[config.mk]
export PLATFORM = sky130hd
export DESIGN_NAME = clock_gen_mux
export DESIGN_NICKNAME = d
export VERILOG_FILES = /design/src/rtl/clock_gen_pkg.sv /design/src/rtl/sync_edge_detect.sv /design/src/rtl/clock_gen_mux.sv
export SDC_FILE = /design/constraint.sdc
export NUM_CORES = 1
export LEC_CHECK = 0
export ABC_AREA = 1
export BUFFER_PORTS_ARGS = -buffer_cell sky130_fd_sc_hd__buf_2
export CAP_MARGIN = 15
export CORE_MARGIN = 2
export CORE_UTILIZATION = 60
export CTS_CLUSTER_SIZE = 14
export DETAILED_ROUTE_END_ITERATION = 12
export GPL_TIMING_DRIVEN = 0
export PLACE_DENSITY = 0.82
export SYNTH_ARGS = -nofsm -noshare
export SYNTH_HDL_FRONTEND = slang
export SYNTH_SLANG_ARGS = --single-unit
[constraint.sdc]
create_clock -name CLOCK -period 2.8 [get_ports CLOCK]
set_input_delay 0.7 -clock CLOCK [delete_from_list [all_inputs] [get_ports CLOCK]]
set_output_delay 0.7 -clock CLOCK [all_outputs]
set_load 0.1 [all_outputs]
[src/rtl/clock_gen_pkg.sv]
// Shared mode encoding and helpers for the clock generator / mux.
package clock_gen_pkg;

  localparam int unsigned MODE_W = 2;

  // Active clock source encoding
  typedef enum logic [MODE_W-1:0] {
    MODE_DIV    = 2'd0,
    MODE_MANUAL = 2'd1,
    MODE_SEND   = 2'd2,
    MODE_RECV   = 2'd3
  } mode_e;

  // Mode request priority: manual beats send beats receive, else divider
  function automatic mode_e req_mode(input logic flag_in,
                                     input logic flag_send,
                                     input logic flag_recv);
    mode_e m;
    m = MODE_DIV;
    if (flag_in)        m = MODE_MANUAL;
    else if (flag_send) m = MODE_SEND;
    else if (flag_recv) m = MODE_RECV;
    return m;
  endfunction

endpackage

[src/rtl/sync_edge_detect.sv]
// Multi-flop synchronizer for an asynchronous level, plus a registered
// one-cycle pulse on each synchronized rising edge. The pulse register is
// computed from the last two synchronizer taps so it lines up with the cycle
// in which the final stage first holds the new level.
module sync_edge_detect #(
  parameter int unsigned SYNC_STAGES = 2
) (
  input  logic clk_i,
  input  logic rst_i,
  input  logic async_i,
  output logic rise_o
);

  logic [SYNC_STAGES-1:0] sync_q;
  logic [SYNC_STAGES-1:0] sync_d;
  logic                   rise_q;
  logic                   rise_d;

  // Shift the async level in; flag when the newest-but-one tap is high and the
  // final tap is still low (i.e. the final tap is about to rise)
  always_comb begin
    sync_d = {sync_q[SYNC_STAGES-2:0], async_i};
    rise_d = sync_q[SYNC_STAGES-2] & ~sync_q[SYNC_STAGES-1];
  end

  // Synchronizer and edge registers, cleared together so a level already high
  // after reset is seen as one fresh rise
  always_ff @(posedge clk_i) begin
    if (rst_i) begin
      sync_q <= '0;
      rise_q <= 1'b0;
    end else begin
      sync_q <= sync_d;
      rise_q <= rise_d;
    end
  end

  assign rise_o = rise_q;

endmodule

[src/rtl/clock_gen_mux.sv]
// Processor clock generator: free-running divider tap, or fixed-length
// pulses stepped by a manual button or one of two handshake lines.
module clock_gen_mux
  import clock_gen_pkg::*;
#(
  parameter int unsigned CNT_W       = 25,
  parameter int unsigned TAP_W       = 5,
  parameter int unsigned PULSE_LEN   = 4,
  parameter int unsigned SYNC_STAGES = 2
) (
  input  logic              CLOCK,
  input  logic              reset,
  input  logic              enter,
  input  logic              flagIN,
  input  logic              flagSend,
  input  logic              flagReceive,
  input  logic              send_confirmS,
  input  logic              send_confirmR,
  input  logic [TAP_W-1:0]  tap_sel,
  input  logic              halt,
  output logic              NEW_CLOCK,
  output logic              tick,
  output logic [MODE_W-1:0] mode
);

  localparam int unsigned PCNT_W = $clog2(PULSE_LEN + 1);
  localparam int unsigned IDX_W  = (CNT_W > 1) ? $clog2(CNT_W) : 1;

  logic [CNT_W-1:0]  cnt_q,  cnt_d;
  logic [PCNT_W-1:0] pcnt_q, pcnt_d;
  logic              nc_q,   nc_d;
  logic              tick_q, tick_d;
  mode_e             mode_q, mode_d;

  logic              rise_enter;
  logic              rise_send;
  logic              rise_recv;

  mode_e             req_c;
  logic              step_rise_c;
  logic              busy_c;
  logic [IDX_W-1:0]  tap_idx_c;

  // One synchronizer + edge detector per step source
  sync_edge_detect #(.SYNC_STAGES(SYNC_STAGES)) u_sync_enter (
    .clk_i   (CLOCK),
    .rst_i   (reset),
    .async_i (enter),
    .rise_o  (rise_enter)
  );

  sync_edge_detect #(.SYNC_STAGES(SYNC_STAGES)) u_sync_send (
    .clk_i   (CLOCK),
    .rst_i   (reset),
    .async_i (send_confirmS),
    .rise_o  (rise_send)
  );

  sync_edge_detect #(.SYNC_STAGES(SYNC_STAGES)) u_sync_recv (
    .clk_i   (CLOCK),
    .rst_i   (reset),
    .async_i (send_confirmR),
    .rise_o  (rise_recv)
  );

  // Out-of-range taps fall back to the counter MSB
  always_comb begin
    if (32'(tap_sel) >= CNT_W) tap_idx_c = IDX_W'(CNT_W - 1);
    else                       tap_idx_c = IDX_W'(tap_sel);
  end

  // Pick the step source that belongs to the active pulse mode
  always_comb begin
    step_rise_c = 1'b0;
    unique case (mode_q)
      MODE_MANUAL: step_rise_c = rise_enter;
      MODE_SEND:   step_rise_c = rise_send;
      MODE_RECV:   step_rise_c = rise_recv;
      default:     step_rise_c = 1'b0;
    endcase
  end

  // Next-state: mode switch only while the clock is low and idle, otherwise
  // run the divider or the pulse generator for the current mode
  always_comb begin
    mode_d = mode_q;
    cnt_d  = cnt_q;
    pcnt_d = pcnt_q;
    nc_d   = 1'b0;
    req_c  = req_mode(flagIN, flagSend, flagReceive);
    busy_c = (pcnt_q != '0);

    if (!busy_c && !nc_q && (req_c != mode_q)) begin
      mode_d = req_c;
      if (req_c == MODE_DIV) cnt_d = '0;
    end else if (mode_q == MODE_DIV) begin
      if (!halt) begin
        nc_d  = cnt_q[tap_idx_c];
        cnt_d = cnt_q + CNT_W'(1);
      end
    end else if (busy_c) begin
      // Pulse in flight: halt does not cut it short
      pcnt_d = pcnt_q - PCNT_W'(1);
      nc_d   = (pcnt_q > PCNT_W'(1));
    end else if (step_rise_c && !halt) begin
      pcnt_d = PCNT_W'(PULSE_LEN);
      nc_d   = 1'b1;
    end

    tick_d = nc_d & ~nc_q;
  end

  // State and output registers
  always_ff @(posedge CLOCK) begin
    if (reset) begin
      mode_q <= MODE_DIV;
      cnt_q  <= '0;
      pcnt_q <= '0;
      nc_q   <= 1'b0;
      tick_q <= 1'b0;
    end else begin
      mode_q <= mode_d;
      cnt_q  <= cnt_d;
      pcnt_q <= pcnt_d;
      nc_q   <= nc_d;
      tick_q <= tick_d;
    end
  end

  assign NEW_CLOCK = nc_q;
  assign tick      = tick_q;
  assign mode      = mode_q;

endmodule

==> key figures <==
Synth
  • Post-Synth Simple-Gate Area: approximately 45%
  • XOR/XNOR Fraction of Synth Area: approximately 4.0%
  • Post-synth top cells: nand2_1 (136), nand3_1 (66), nor2_1 (53), inv_1 (52), dfxtp_1 (41)
  • Post-Syn Area: 2640 um^2
  • Post-synth top area share: between 30 and 40%
  • Largest family of logic cells by synthesized area: simple AND/OR/NAND/NOR gates
  • Mux cell area share after synthesis: 0%
  • Post-synthesis cell type count: 26
  • Synth area leader: dfxtp_1
  • Synth Area per Inst: around 6 um^2
  • Ys async rst share: 0%
  • Synth Area in Compound Gates: around 8.3%
  • Register area share after synthesis: a little under a third
  • Cells after Synth: about 440
  • Flip-flop and latch count after synthesis: about 40
  • Syn_nets: ~460
  • Synth area leaders: dfxtp_1 (31%), nand2_1 (19%), nand3_1 (13%), nor2_1 (7.5%), inv_1 (7.4%)
  • Adder-Cell Fraction of Synth Area: less than 1%
  • Post-synth EDFFs: 0
  • Primary FF master, synth: dfxtp_1
  • Ys Warns: 0
  • Cell with the most instances after synthesis: nand2_1

Worst setup path
  • Critical Path RT: 2970 ps
  • Critical Path, Cell by Cell: nor2_1 -> ha_1 -> inv_1 -> nor2_1 -> nand2_2 -> inv_2 -> clkbuf_1 -> nor2_1 -> nand2_1 -> a21oi_1
  • CP Buf/Inv Count: 3
  • Worst Path Class, Setup: flop to flop
  • Setup crit start: pcnt_q[0]
  • Arrival time at the worst endpoint: 2360 ps
  • Startpoint Class: flop
  • CP top delay family: simple AND/OR/NAND/NOR gates
  • Most used cell, CP: nor2_1
  • Reg2reg start: pcnt_q[0]
  • Largest stage delay, worst path: around 470 ps
  • Crit path max fanout: 10
  • Crit. End Element: flop
  • Reg-to-reg endpoint: cnt_q[17]
  • FF-to-FF path depth: 10
  • R2r setup slk: about 610 ps
  • CP max-delay cell: clkbuf_1

STA
  • Slew HR: 57.4%
  • Sum of negative setup slack: 0 ps
  • Final setup fails: 0
  • Final hold violation count: 0
  • Slew at the pin with the worst max-slew slack: roughly 640 ps
  • Setup repair after global routing missed its margin: false
  • Count of pins over their slew limit: 0
  • Fmax: approximately 0.46 GHz
  • Shortest period the worst path allows: about 2200 ps
  • Worst Skew: between 4 and 5 ps
  • Final Cycle Share: about four fifths

Pwr
  • Pleak: approximately 1.2 nW
  • Total power: around 1.3 mW
  • PwrDens: 464 nW/um^2
  • Worst VDD drop: a little under 0.0004 V

Global routing
  • Largest net degree at the start of global routing: 15
  • Vias in the first global route: around 2700
  • Initial antenna violation count: 0
  • GRT Total Usage: 31.7%
  • Total grt overflow: 0
  • First-pass GRT wire length: around 12000 um

Detailed routing
  • Overall routed net length: 7250 um
  • Post-DRT Antenna Nets: 0
  • Avg WL per Cell: around 14 um
  • Detailed-route DRC error count: 0
  • Drt first pass iters: 6
  • DRT iter0 DRCs: 260
  • Vias: 2853
  • Vias/cell: roughly 5.5

Die
  • Starting Density: 61.5%
  • Io pins: 18
  • Die Y: about 70 um
  • Die W: 70.3 um
  • # rows: 24
  • DIE AREA: just under 5000 um^2
  • Core box area: 4290 um^2

Cells and area
  • Area delta synth->final: 9.86%
  • Share of cells above drive strength 1: 9.03%
  • Ant. Diodes: 0
  • Fill count: 403
  • Final net count: between 400 and 500

Min path
  • Hold Crit Start: u_sync_send.sync_q[1]
  • Worst hold path depth: 1
  • Min-Delay Path Class: flop to flop
  • WHS Endpoint: u_sync_send.rise_o

CTS
  • Worst skew pair latency: ~300 ps
  • Clock transition at path regs: ~80 ps
  • # hold bufs at CTS: 0
  • Post-CTS Setup Bufs: 0
  • TritonCTS clock tree: yes
  • Clock Sinks: 41
  • Post-CTS sizing: 0
  • Root buf cell: clkbuf_8
  • Clock buffer depth: 2
  • CTS H-tree depth: 2
  • Inserted Clock Buffers: 5

Outcome
  • Outcome: finished, final reports clean

Place
  • Number of port buffers: 16
  • GPL Wtd Cong: between 0.9 and 1
  • Final HPWL DP: around 5400 um

Flow run
  • Max-cap violations: 0
-- worst reg2reg max path, stage by stage (launching register included) --
cell	delay, ps
dfxtp_1	340
nor2_1	150
ha_1	230
inv_1	70
nor2_1	250
nand2_2	110
inv_2	150
clkbuf_1	480
nor2_1	120
nand2_1	100
a21oi_1	60
-- stage by stage --
stage | util (%) | instance area [um^2] | hold WS [ps] | cells | worst slack (ps)
floorplan | - | 2640 | 374 | 441 | 612
global placement | 64.8 | 2780 | 378 | 509 | 487
detailed placement | 64.8 | 2780 | 387 | 509 | 480
CTS | 67.5 | 2900 | 399 | 517 | 600
global route | 67.5 | 2900 | 419 | 517 | 397
finish | 67.5 | 2900 | 396 | 517 | 611
-- routing by layer --
layer	GRT usage, %	share of wire [%]
met1	40.7	43
met2	53.8	48
met3	5.63	7.7
met4	9.62	1.9
met5	0	0
-- report_power, final --
| part | switching, mW | internal, mW | leakage [nW] | total (mW) |
|---|---|---|---|---|
| logic | 0.184 | 0.0660 | 0.840 | 0.250 |
| clock network | 0.221 | 0.267 | 0.0543 | 0.488 |
| registers | 0.0115 | 0.595 | 0.333 | 0.607 |
-- layout make-up --
class / instances / area [um^2] / share of cell area [%]
Timing Repair Buffer: 16 / 80.1 / 2.76
Sequential cell: 41 / 821 / 28.3
Clock inverter: 3 / 46.3 / 1.60
Clock buffer: 5 / 68.8 / 2.37
Buffer: 14 / 83.8 / 2.89
Multi-Input combinational cell: 333 / 1540 / 53.0
Inverter: 53 / 199 / 6.86
Tap cell: 52 / 65.1 / 2.24
-- how the worst max path moves through the flow --
stage | to | slack, ps | cells after the start
final | cnt_q[17] | 610 | 10
after CTS | cnt_q[17] | 600 | 10
after global routing | cnt_q[21] | 400 | 10
after floorplan | cnt_q[3] | 610 | 9
after detailed placement | cnt_q[22] | 480 | 10
after global placement | cnt_q[22] | 490 | 10
-- flip-flops by register name (all words and copies together) (netlist names), 2 cells and up --
signal,cells
u_sync_recv.sync_q,2
pcnt_q,3
cnt_q,25
mode,2
u_sync_enter.sync_q,2
u_sync_send.sync_q,2
-- layout by cell type, fill, tap and decap left out, drive strengths merged, types with 2 or more instances in the layout --
cell type,synthesis,layout
buf,8,24
dfxtp,41,41
inv,53,53
nor2,53,53
ha,2,2
xnor2,3,3
nand4,2,2
or2,3,3
clkbuf,6,11
o21ai,5,5
nand3,67,67
xor2,9,9
a21oi,37,37
nand2,138,138
nor3,11,11
-- kinds of logic after synthesis --
group | after synthesis
flops | 41
buf+inv | 67
simple gates | 276
xor+xnor | 12
compound gates | 43
fa+ha+maj | 2
Power figures use the tool's default switching activity.
